<file path="config.mk">
export PLATFORM = sky130hd
export DESIGN_NAME = cdctl_spi_master
export DESIGN_NICKNAME = d
export VERILOG_FILES = /design/src/rtl/cdctl_spi_master.sv
export SDC_FILE = /design/constraint.sdc
export NUM_CORES = 1
export LEC_CHECK = 0
export ABC_CLOCK_PERIOD_IN_PS = 3100
export CAP_MARGIN = 25
export CORE_MARGIN = 2
export CORE_UTILIZATION = 45
export DETAILED_ROUTE_END_ITERATION = 12
export MAX_ROUTING_LAYER = met4
export PLACE_DENSITY = 0.69
export RECOVER_POWER = 100
export SYNTH_ARGS = -nofsm -noshare
export SYNTH_HDL_FRONTEND = slang
export SYNTH_SLANG_ARGS = --single-unit
</file>
<file path="constraint.sdc">
create_clock -name clk -period 3.1 [get_ports clk]
set_clock_uncertainty 0.1 [all_clocks]
set_input_delay 0.93 -clock clk [delete_from_list [all_inputs] [get_ports clk]]
set_output_delay 0.93 -clock clk [all_outputs]
set_load 0.05 [all_outputs]
</file>
<file path="src/rtl/cdctl_spi_master.sv">
// SPI mode-0 master for cdctl register access: one header byte {write, addr}
// followed by cmd_len data bytes, plus a synchronised interrupt input.
module cdctl_spi_master #(
   parameter int unsigned CLK_DIV = 2
) (
   input  logic       clk,
   input  logic       reset,
   input  logic       cmd_valid,
   output logic       cmd_ready,
   input  logic       cmd_write,
   input  logic [6:0] cmd_addr,
   input  logic [7:0] cmd_len,
   input  logic [7:0] wr_data,
   input  logic       wr_valid,
   output logic       wr_ready,
   output logic [7:0] rd_data,
   output logic       rd_valid,
   output logic       done,
   output logic       busy,
   output logic       nss,
   output logic       sck,
   output logic       sdo,
   input  logic       sdi,
   input  logic       int_n,
   output logic       irq
);

   localparam int unsigned DIV_W = 8;
   localparam logic [DIV_W-1:0] DIV_LAST = DIV_W'(CLK_DIV - 1);

   typedef enum logic [2:0] {
      S_IDLE, S_SETUP, S_SHIFT, S_LOAD, S_HOLD, S_GAP
   } state_e;

   state_e           state_q, state_d;
   logic [DIV_W-1:0] div_q, div_d;
   logic [2:0]       bit_q, bit_d;
   logic [7:0]       byte_q, byte_d;
   logic [7:0]       tx_q, tx_d;
   logic [7:0]       rx_q, rx_d;
   logic [7:0]       rd_data_q, rd_data_d;
   logic             write_q, write_d;
   logic             hdr_q, hdr_d;
   logic             taken_q, taken_d;
   logic             pend_q, pend_d;
   logic             nss_q, nss_d;
   logic             sck_q, sck_d;
   logic             sdo_q, sdo_d;
   logic             cmd_ready_q, cmd_ready_d;
   logic             busy_q, busy_d;
   logic             wr_ready_q, wr_ready_d;
   logic             rd_valid_q, rd_valid_d;
   logic             done_q, done_d;
   logic             int_s1_q, int_s2_q, irq_q;

   // Next-state and output logic for the transaction sequencer
   always_comb begin
      state_d     = state_q;
      div_d       = div_q;
      bit_d       = bit_q;
      byte_d      = byte_q;
      tx_d        = tx_q;
      rx_d        = rx_q;
      write_d     = write_q;
      hdr_d       = hdr_q;
      taken_d     = taken_q;
      pend_d      = 1'b0;
      nss_d       = nss_q;
      sck_d       = sck_q;
      sdo_d       = sdo_q;
      wr_ready_d  = 1'b0;
      done_d      = 1'b0;
      // a read byte completed on the previous rising sck edge is published now
      rd_valid_d  = pend_q;
      rd_data_d   = pend_q ? rx_q : rd_data_q;

      case (state_q)
         S_IDLE: begin
            if (cmd_valid && cmd_ready_q) begin
               state_d = S_SETUP;
               nss_d   = 1'b0;
               tx_d    = {cmd_write, cmd_addr};
               sdo_d   = cmd_write;
               write_d = cmd_write;
               byte_d  = cmd_len;
               hdr_d   = 1'b1;
               div_d   = DIV_LAST;
            end
         end
         S_SETUP: begin
            if (div_q != '0) begin
               div_d = div_q - DIV_W'(1);
            end else begin
               state_d = S_SHIFT;
               sck_d   = 1'b1;
               bit_d   = 3'd7;
               rx_d    = {rx_q[6:0], sdi};
               div_d   = DIV_LAST;
            end
         end
         S_SHIFT: begin
            if (div_q != '0) begin
               div_d = div_q - DIV_W'(1);
            end else begin
               div_d = DIV_LAST;
               if (sck_q) begin
                  // falling edge: present next bit, or spend the low phase in LOAD
                  sck_d = 1'b0;
                  if (bit_q != 3'd0) begin
                     sdo_d = tx_q[bit_q - 3'd1];
                  end else if (byte_q != 8'd0) begin
                     state_d = S_LOAD;
                     byte_d  = byte_q - 8'd1;
                     taken_d = 1'b0;
                     hdr_d   = 1'b0;
                  end
               end else if (bit_q == 3'd0) begin
                  state_d = S_HOLD;
               end else begin
                  // rising edge: sample sdi
                  bit_d = bit_q - 3'd1;
                  sck_d = 1'b1;
                  rx_d  = {rx_q[6:0], sdi};
                  if (bit_q == 3'd1 && !hdr_q && !write_q) begin
                     pend_d = 1'b1;
                  end
               end
            end
         end
         S_LOAD: begin
            if (div_q != '0) begin
               div_d = div_q - DIV_W'(1);
            end
            if (!taken_q) begin
               if (!write_q) begin
                  tx_d    = 8'h00;
                  sdo_d   = 1'b0;
                  taken_d = 1'b1;
               end else if (wr_valid) begin
                  tx_d       = wr_data;
                  sdo_d      = wr_data[7];
                  wr_ready_d = 1'b1;
                  taken_d    = 1'b1;
               end
            end else if (div_q == '0) begin
               state_d = S_SHIFT;
               sck_d   = 1'b1;
               bit_d   = 3'd7;
               rx_d    = {rx_q[6:0], sdi};
               div_d   = DIV_LAST;
            end
         end
         S_HOLD: begin
            if (div_q != '0) begin
               div_d = div_q - DIV_W'(1);
            end else begin
               state_d = S_GAP;
               nss_d   = 1'b1;
               sdo_d   = 1'b0;
               done_d  = 1'b1;
               div_d   = DIV_LAST;
            end
         end
         S_GAP: begin
            if (div_q != '0) begin
               div_d = div_q - DIV_W'(1);
            end else begin
               state_d = S_IDLE;
            end
         end
         default: begin
            state_d = S_IDLE;
         end
      endcase

      cmd_ready_d = (state_d == S_IDLE);
      busy_d      = (state_d != S_IDLE);
   end

   // Sequencer state and registered outputs
   always_ff @(posedge clk) begin
      if (reset) begin
         state_q     <= S_IDLE;
         div_q       <= '0;
         bit_q       <= 3'd0;
         byte_q      <= 8'd0;
         tx_q        <= 8'd0;
         rx_q        <= 8'd0;
         rd_data_q   <= 8'd0;
         write_q     <= 1'b0;
         hdr_q       <= 1'b0;
         taken_q     <= 1'b0;
         pend_q      <= 1'b0;
         nss_q       <= 1'b1;
         sck_q       <= 1'b0;
         sdo_q       <= 1'b0;
         cmd_ready_q <= 1'b1;
         busy_q      <= 1'b0;
         wr_ready_q  <= 1'b0;
         rd_valid_q  <= 1'b0;
         done_q      <= 1'b0;
      end else begin
         state_q     <= state_d;
         div_q       <= div_d;
         bit_q       <= bit_d;
         byte_q      <= byte_d;
         tx_q        <= tx_d;
         rx_q        <= rx_d;
         rd_data_q   <= rd_data_d;
         write_q     <= write_d;
         hdr_q       <= hdr_d;
         taken_q     <= taken_d;
         pend_q      <= pend_d;
         nss_q       <= nss_d;
         sck_q       <= sck_d;
         sdo_q       <= sdo_d;
         cmd_ready_q <= cmd_ready_d;
         busy_q      <= busy_d;
         wr_ready_q  <= wr_ready_d;
         rd_valid_q  <= rd_valid_d;
         done_q      <= done_d;
      end
   end

   // Two-flop synchroniser for int_n, inverted into a registered irq
   always_ff @(posedge clk) begin
      if (reset) begin
         int_s1_q <= 1'b1;
         int_s2_q <= 1'b1;
         irq_q    <= 1'b0;
      end else begin
         int_s1_q <= int_n;
         int_s2_q <= int_s1_q;
         irq_q    <= ~int_s2_q;
      end
   end

   assign cmd_ready = cmd_ready_q;
   assign busy      = busy_q;
   assign wr_ready  = wr_ready_q;
   assign rd_data   = rd_data_q;
   assign rd_valid  = rd_valid_q;
   assign done      = done_q;
   assign nss       = nss_q;
   assign sck       = sck_q;
   assign sdo       = sdo_q;
   assign irq       = irq_q;

endmodule

</file>
==> metrics.yaml, run 1 <==
critical_path:
  rr_worst_depth: 8
  path_max_fanout: 7
  crit_chain: "dlygate4sd3_1"
  cp_num_buf_inv: 1
  r2r_start: "div_q[0]$_SDFFE_PP0P_"
  cp_top_family: "buffers and inverters"
  slowest_delay_ps: 910
  worstPathArrival_ps: 1690
  startpoint_type: "flip-flop"
  r2r-end: "bit_q[2]$_SDFFE_PP0P_"
  cp.depth: 1
  rrSetupSlack_ps: 430
  critPathCaptureType: "output port"
  cp_slowest_cell: "dlygate4sd3_1"
  critPathRequiredTime_ps: 2070
  crit_type: "reg -> out"
route:
  viasPerCell: 5.45
  drt-initial-drc-count: 183
  wl_per_cell_um: 13.9
  ant_nets: 0
  dr.pass1.iters: 4
  drc: 0
  vias: 2517
  finalWirelength_mm: 6.40
layout:
  final_common_cell: "dfxtp_1"
  final_area_um2: 3680
  finalNonFillerCells: 462
  areaGrowthSynthToFinish_pct: 23.4
  final_cell_mix: "dfxtp_1 (61), nor2_1 (46), clkdlybuf4s50_1 (27)"
  nets: 417
  drive_gt1_frac: 0.0935
  antenna_cells: 0
synth:
  synth_ff_type: "dfxtp_1"
  syn_nets: 373
  netlist.area_leader.share: 0.409
  synth-compound-area-share: 0.180
  synthMuxAreaShare: 0.0754
  synth_edf_count: 0
  yosysWarnings: 0
  netlist_instances: 336
  synth.top_cells.by_area: "dfxtp_1 (41%), mux2i_1 (6.0%), nor2_1 (5.8%)"
  synth_xor_area_frac: 0.0205
  syn-cell-area_um2: 2990
  synth-async-reset-ratio: 0
  yosys.area.top_type: "dfxtp_1"
  synth_fa_ha_area_frac: 0.0293
  avgSynthCellArea_um2: 8.89
  ys_types: 50
  ys_ff_latch: 61
  synthSimpleGateAreaFrac: 0.231
  synth_top_family_by_area: "simple AND/OR/NAND/NOR gates"
  yosysSeqAreaShare: 0.409
sta:
  tns_ps: 0
  tightest_slew_ps: 1590
  maxSlewHeadroom: -0.0576
  final.period_utilization: 0.878
  setup_viol: 0
  fmax_mhz: 367
  fin_crit_ps: 2720
  finalHoldViolCount: 0
  report.final.slew_viol_count: 35
  hold_ws_ps: 286
  grt_setup_unrepaired: "no"
status:
  violations: "capacitance limit, slew limit"
  status: "complete, but fails checks"
floorplanning:
  ios: 47
  die_y_um: 85.5
  fp-row-count: 29
  start_util: 0.467
  core-area_um2: 6390
  dieWidth_um: 85.5
  die_area_um2: 7300
min_path:
  hold_end: "irq$_SDFF_PP0_"
  hp-start: "int_s2_q$_SDFF_PP1_"
  min_path_type: "reg -> reg"
  whs_path_depth: 1
job:
  maxCapViolations: 1
global_routing:
  antenna_found_initial: 0
  grt_usage: 0.196
  grt_pass1_wl_mm: 11.0
  grt_max_degree: 36
  grt_overflow_total: 0
  grt_pass1_vias: 2400
clocking:
  clkTransAtPathRegs_ps: 70
  cts_tree: "done"
  htreeDepth: 3
  cts_root_buf: "clkbuf_8"
  cts_inserted_buffers: 9
  clock_latency_ps: 340
  cts_buffer_depth: 2
  cts-hold-fix-buffers: 0
  cts_resized: 0
  clock-sinks: 61
  cts_setup_buffers: 0
placement:
  io_buffers: 46
  placed_area_um2: 3500
  place_inst: 446
  place.detailed.hpwl_mm: 4.49
  gp_congestion: 0.850
pwr:
  peakVddDrop_mv: 0.509
  p_leak_nw: 1.37
  p_per_area_nw_per_um2: 995
  total_power_mw: 3.67
[registers in the layout (all words and copies together), names as in the netlist, 3 cells and up]
signal	count
rd_data	8
div_q	8
byte_q	8
state_q	3
rx_q	8
tx_q	8
bit_q	3
[how the worst max path moves through the flow]
| stage | from | to | slack (ps) |
|---|---|---|---|
| global placement | cmd_valid | tx_q[2]$_SDFFE_PP0P_ | 310 |
| floorplan | cmd_valid | div_q[3]$_SDFFE_PP0P_ | 940 |
| global route | div_q[0]$_SDFFE_PP0P_ | bit_q[2]$_SDFFE_PP0P_ | 220 |
| finish | sck$_SDFFE_PP0P_ | sck | 380 |
| CTS | sck$_SDFFE_PP0P_ | sck | 420 |
| detailed placement | cmd_valid | tx_q[2]$_SDFFE_PP0P_ | 270 |
[through the flow]
stage	utilization	worst slack, ps
after global routing	0.577	224
after floorplan	-	942
after global placement	0.547	311
after detailed placement	0.547	268
final	0.577	378
after CTS	0.582	419
[cell families (layout without fill, tap and decap cells)]
group / Yosys count / in the layout
adder cells (fa/ha/maj): 7 / 7
buffers and inverters: 35 / 84
flip-flops: 61 / 61
XOR/XNOR: 7 / 7
multiplexers: 20 / 20
AO/OA/AOI/OAI: 72 / 72
AND/OR/NAND/NOR: 134 / 134
[final cells by class]
cell class                 instances  area [µm²]
timing repair buffer              53         513
fill                             587        2700
multi-input combinational        240        1580
clock inverter                     7        98.8
clock buffer                       9         124
tap                               77        96.3
sequential                        61        1220
inverter                          15        56.3
[where the power goes]
part | switching (mW) | total, mW | internal (mW)
Sequential | 0.217 | 1.20 | 0.986
Combinational | 0.966 | 1.68 | 0.709
Clock | 0.333 | 0.789 | 0.456
Total | 1.52 | 3.67 | 2.15
[metal layers]
metal	share of wire	wire length, µm	global-route usage
met1	0.48	3050	0.257
met2	0.46	2950	0.279
met3	0.051	329	0.0535
met4	0.011	68	0.0895
met5	0	0	-
[synth_stat cells (3+ instances only)]
library cell,number
a211oi_1,4
nand4_1,3
buf_6,3
nor2_1,46
a21o_1,7
nand3b_1,3
ha_1,7
nor3_1,7
o21ai_0,9
nand2b_1,6
mux2i_1,18
clkbuf_1,12
xor2_1,5
nor2b_1,7
a21oi_1,23
dfxtp_1,61
inv_1,15
a311oi_1,10
nand2_1,22
o21ai_1,3
buf_2,4
a31oi_1,3
or2_2,3
nand3_1,21
Note: power is estimated with default switching activity, not from simulation.
==> run 2, diff against run 1 <==
--- a/config.mk
+++ b/config.mk
@@ -10,8 +10,7 @@
 export CORE_MARGIN = 2
 export CORE_UTILIZATION = 45
 export DETAILED_ROUTE_END_ITERATION = 12
-export MAX_ROUTING_LAYER = met4
-export PLACE_DENSITY = 0.69
+export PLACE_DENSITY_LB_ADDON = 0.25
 export RECOVER_POWER = 100
 export SYNTH_ARGS = -nofsm -noshare
 export SYNTH_HDL_FRONTEND = slang
==> run 2 against run 1 <==
Net effect: the flow still finishes with violations (capacitance limit, slew limit); setup slack got worse by 44 ps; flip-flop and latch count did not move; first-iteration DRC count down 37%; die area is the same; routed wire length fell by 1.7%; combinational power hardly changed; critical path depth up 5; final cell count did not move; largest cell class unchanged.
==> metrics.yaml, run 2 (synthesis gave the netlist of run 1 again) <==
clocking:
  htreeDepth: 3
  cts_buffer_depth: 2
  cts_setup_buffers: 0
  cts_root_buf: "clkbuf_8"
  cts-hold-fix-buffers: 0
  clock_latency_ps: 350
  cts_inserted_buffers: 9
  clock-sinks: 61
  clkTransAtPathRegs_ps: 70
  cts_resized: 0
  cts_tree: "done"
floorplanning:
  fp-row-count: 29
  die_area_um2: 7300
  die_y_um: 85.5
  dieWidth_um: 85.5
  ios: 47
  start_util: 0.467
  core-area_um2: 6390
placement:
  io_buffers: 46
  place.detailed.hpwl_mm: 4.29
  gp_congestion: 0.853
  place_inst: 446
critical_path:
  rrSetupSlack_ps: 400
  critPathLaunch: "cmd_valid"
  critPathCaptureType: "flip-flop"
  crit_type: "in -> reg"
  r2r-end: "byte_q[1]$_SDFFE_PP0P_"
  critPathRequiredTime_ps: 3250
  cp_slowest_cell: "dlygate4sd3_1"
  r2r_start: "state_q[1]$_SDFF_PP0_"
  slowest_delay_ps: 570
  startpoint_type: "input port"
  rr_worst_depth: 5
  worstPathArrival_ps: 2920
  crit_path_end: "tx_q[1]$_SDFFE_PP0P_"
  path_max_fanout: 16
  crit_chain: "dlygate4sd3_1, nand3_1, a221oi_4, clkbuf_1, nor2_1, a311oi_2"
layout:
  areaGrowthSynthToFinish_pct: 21.6
  final_cell_mix: "dfxtp_1 (61), nor2_1 (46), clkdlybuf4s50_1 (27)"
  nets: 417
  multi_input_area_um2: 1560
  drive_gt1_frac: 0.0883
  register_area_um2: 1220
  antenna_cells: 0
  fillCellCount: 582
  final_common_cell: "dfxtp_1"
  finalNonFillerCells: 462
global_routing:
  grt_usage: 0.182
  grt_pass1_vias: 2348
  antenna_found_initial: 0
  grt_pass1_wl_mm: 10.6
  grt_overflow_total: 0
  grt_max_degree: 38
route:
  dr.pass1.iters: 4
  drc: 0
  ant_nets: 0
  drt-initial-drc-count: 115
  vias: 2510
  finalWirelength_mm: 6.29
  viasPerCell: 5.43
  wl_per_cell_um: 13.6
sta:
  final.period_utilization: 0.893
  setup_viol: 0
  tightest_slew_ps: 1690
  fmax_mhz: 361
  maxSlewHeadroom: -0.129
  report.final.slew_viol_count: 38
  grt_setup_unrepaired: "no"
  fin_crit_ps: 2770
  finalHoldViolCount: 0
  tns_ps: 0
job:
  maxCapViolations: 1
status:
  violations: "capacitance limit, slew limit"
  status: "complete, but fails checks"
pwr:
  total_power_mw: 3.58
  p_leak_nw: 1.34
  peakVddDrop_mv: 0.560
  p_per_area_nw_per_um2: 986
min_path:
  min_path_type: "reg -> reg"
==> run 2: worst min path at each step <==
| stage | end | start | slack [ps] | cells after the start |
|---|---|---|---|---|
| finish | irq$_SDFF_PP0_ | int_s2_q$_SDFF_PP1_ | 300 | 1 |
| global route | irq$_SDFF_PP0_ | int_s2_q$_SDFF_PP1_ | 320 | 1 |
| CTS | irq$_SDFF_PP0_ | int_s2_q$_SDFF_PP1_ | 300 | 1 |
| detailed placement | irq$_SDFF_PP0_ | int_s2_q$_SDFF_PP1_ | 290 | 1 |
| global placement | irq$_SDFF_PP0_ | int_s2_q$_SDFF_PP1_ | 280 | 1 |
| floorplan | irq$_SDFF_PP0_ | int_s2_q$_SDFF_PP1_ | 260 | 1 |
==> run 2: worst max-delay path, delay by kind of cell <==
kind                   cells  cell delay [ps]
AO/OA/AOI/OAI              2              570
buffers and inverters      2             1120
AND/OR/NAND/NOR            2              300
==> run 2: per-layer routing <==
| metal | GRT usage | part of all wire | up-vias |
|---|---|---|---|
| met5 | 0 | 0 | - |
| met1 | 0.238 | 0.46 | 1160 |
| met3 | 0.0447 | 0.055 | 12 |
| li1 | - | - | 1278 |
| met4 | 0.104 | 0.023 | 0 |
| met2 | 0.273 | 0.47 | 60 |
==> run 2: area by class of cell <==
class | count | share of cell area
multi-input combinational | 240 | 0.430
sequential | 61 | 0.336
timing repair buffer | 53 | 0.137
clock buffer | 9 | 0.0341
tap | 77 | 0.0265
clock inverter | 7 | 0.0203
inverter | 15 | 0.0155
==> run 2: stage by stage <==
step | setup slack [ps] | cell area, µm² | hold WS [ps] | util
detailed placement | 362 | 3480 | 286 | 0.545
global route | 120 | 3630 | 324 | 0.569
floorplan | 942 | 2990 | 263 | -
CTS | 406 | 3680 | 301 | 0.576
finish | 333 | 3630 | 302 | 0.569
global placement | 423 | 3480 | 280 | 0.545
==> run 2: power by group <==
part | total [mW] | internal [mW] | switching, mW
Combinational | 1.65 | 0.699 | 0.951
Clock | 0.720 | 0.375 | 0.346
Sequential | 1.21 | 0.986 | 0.222
==> run 3, diff against run 2 <==
--- a/config.mk
+++ b/config.mk
@@ -10,6 +10,7 @@
 export CORE_MARGIN = 2
 export CORE_UTILIZATION = 45
 export DETAILED_ROUTE_END_ITERATION = 12
+export GPL_TIMING_DRIVEN = 1
 export PLACE_DENSITY_LB_ADDON = 0.25
 export RECOVER_POWER = 100
 export SYNTH_ARGS = -nofsm -noshare
==> results of run 3 <==
Same layout as run 2: the final DEF is identical, and so are final timing and power.
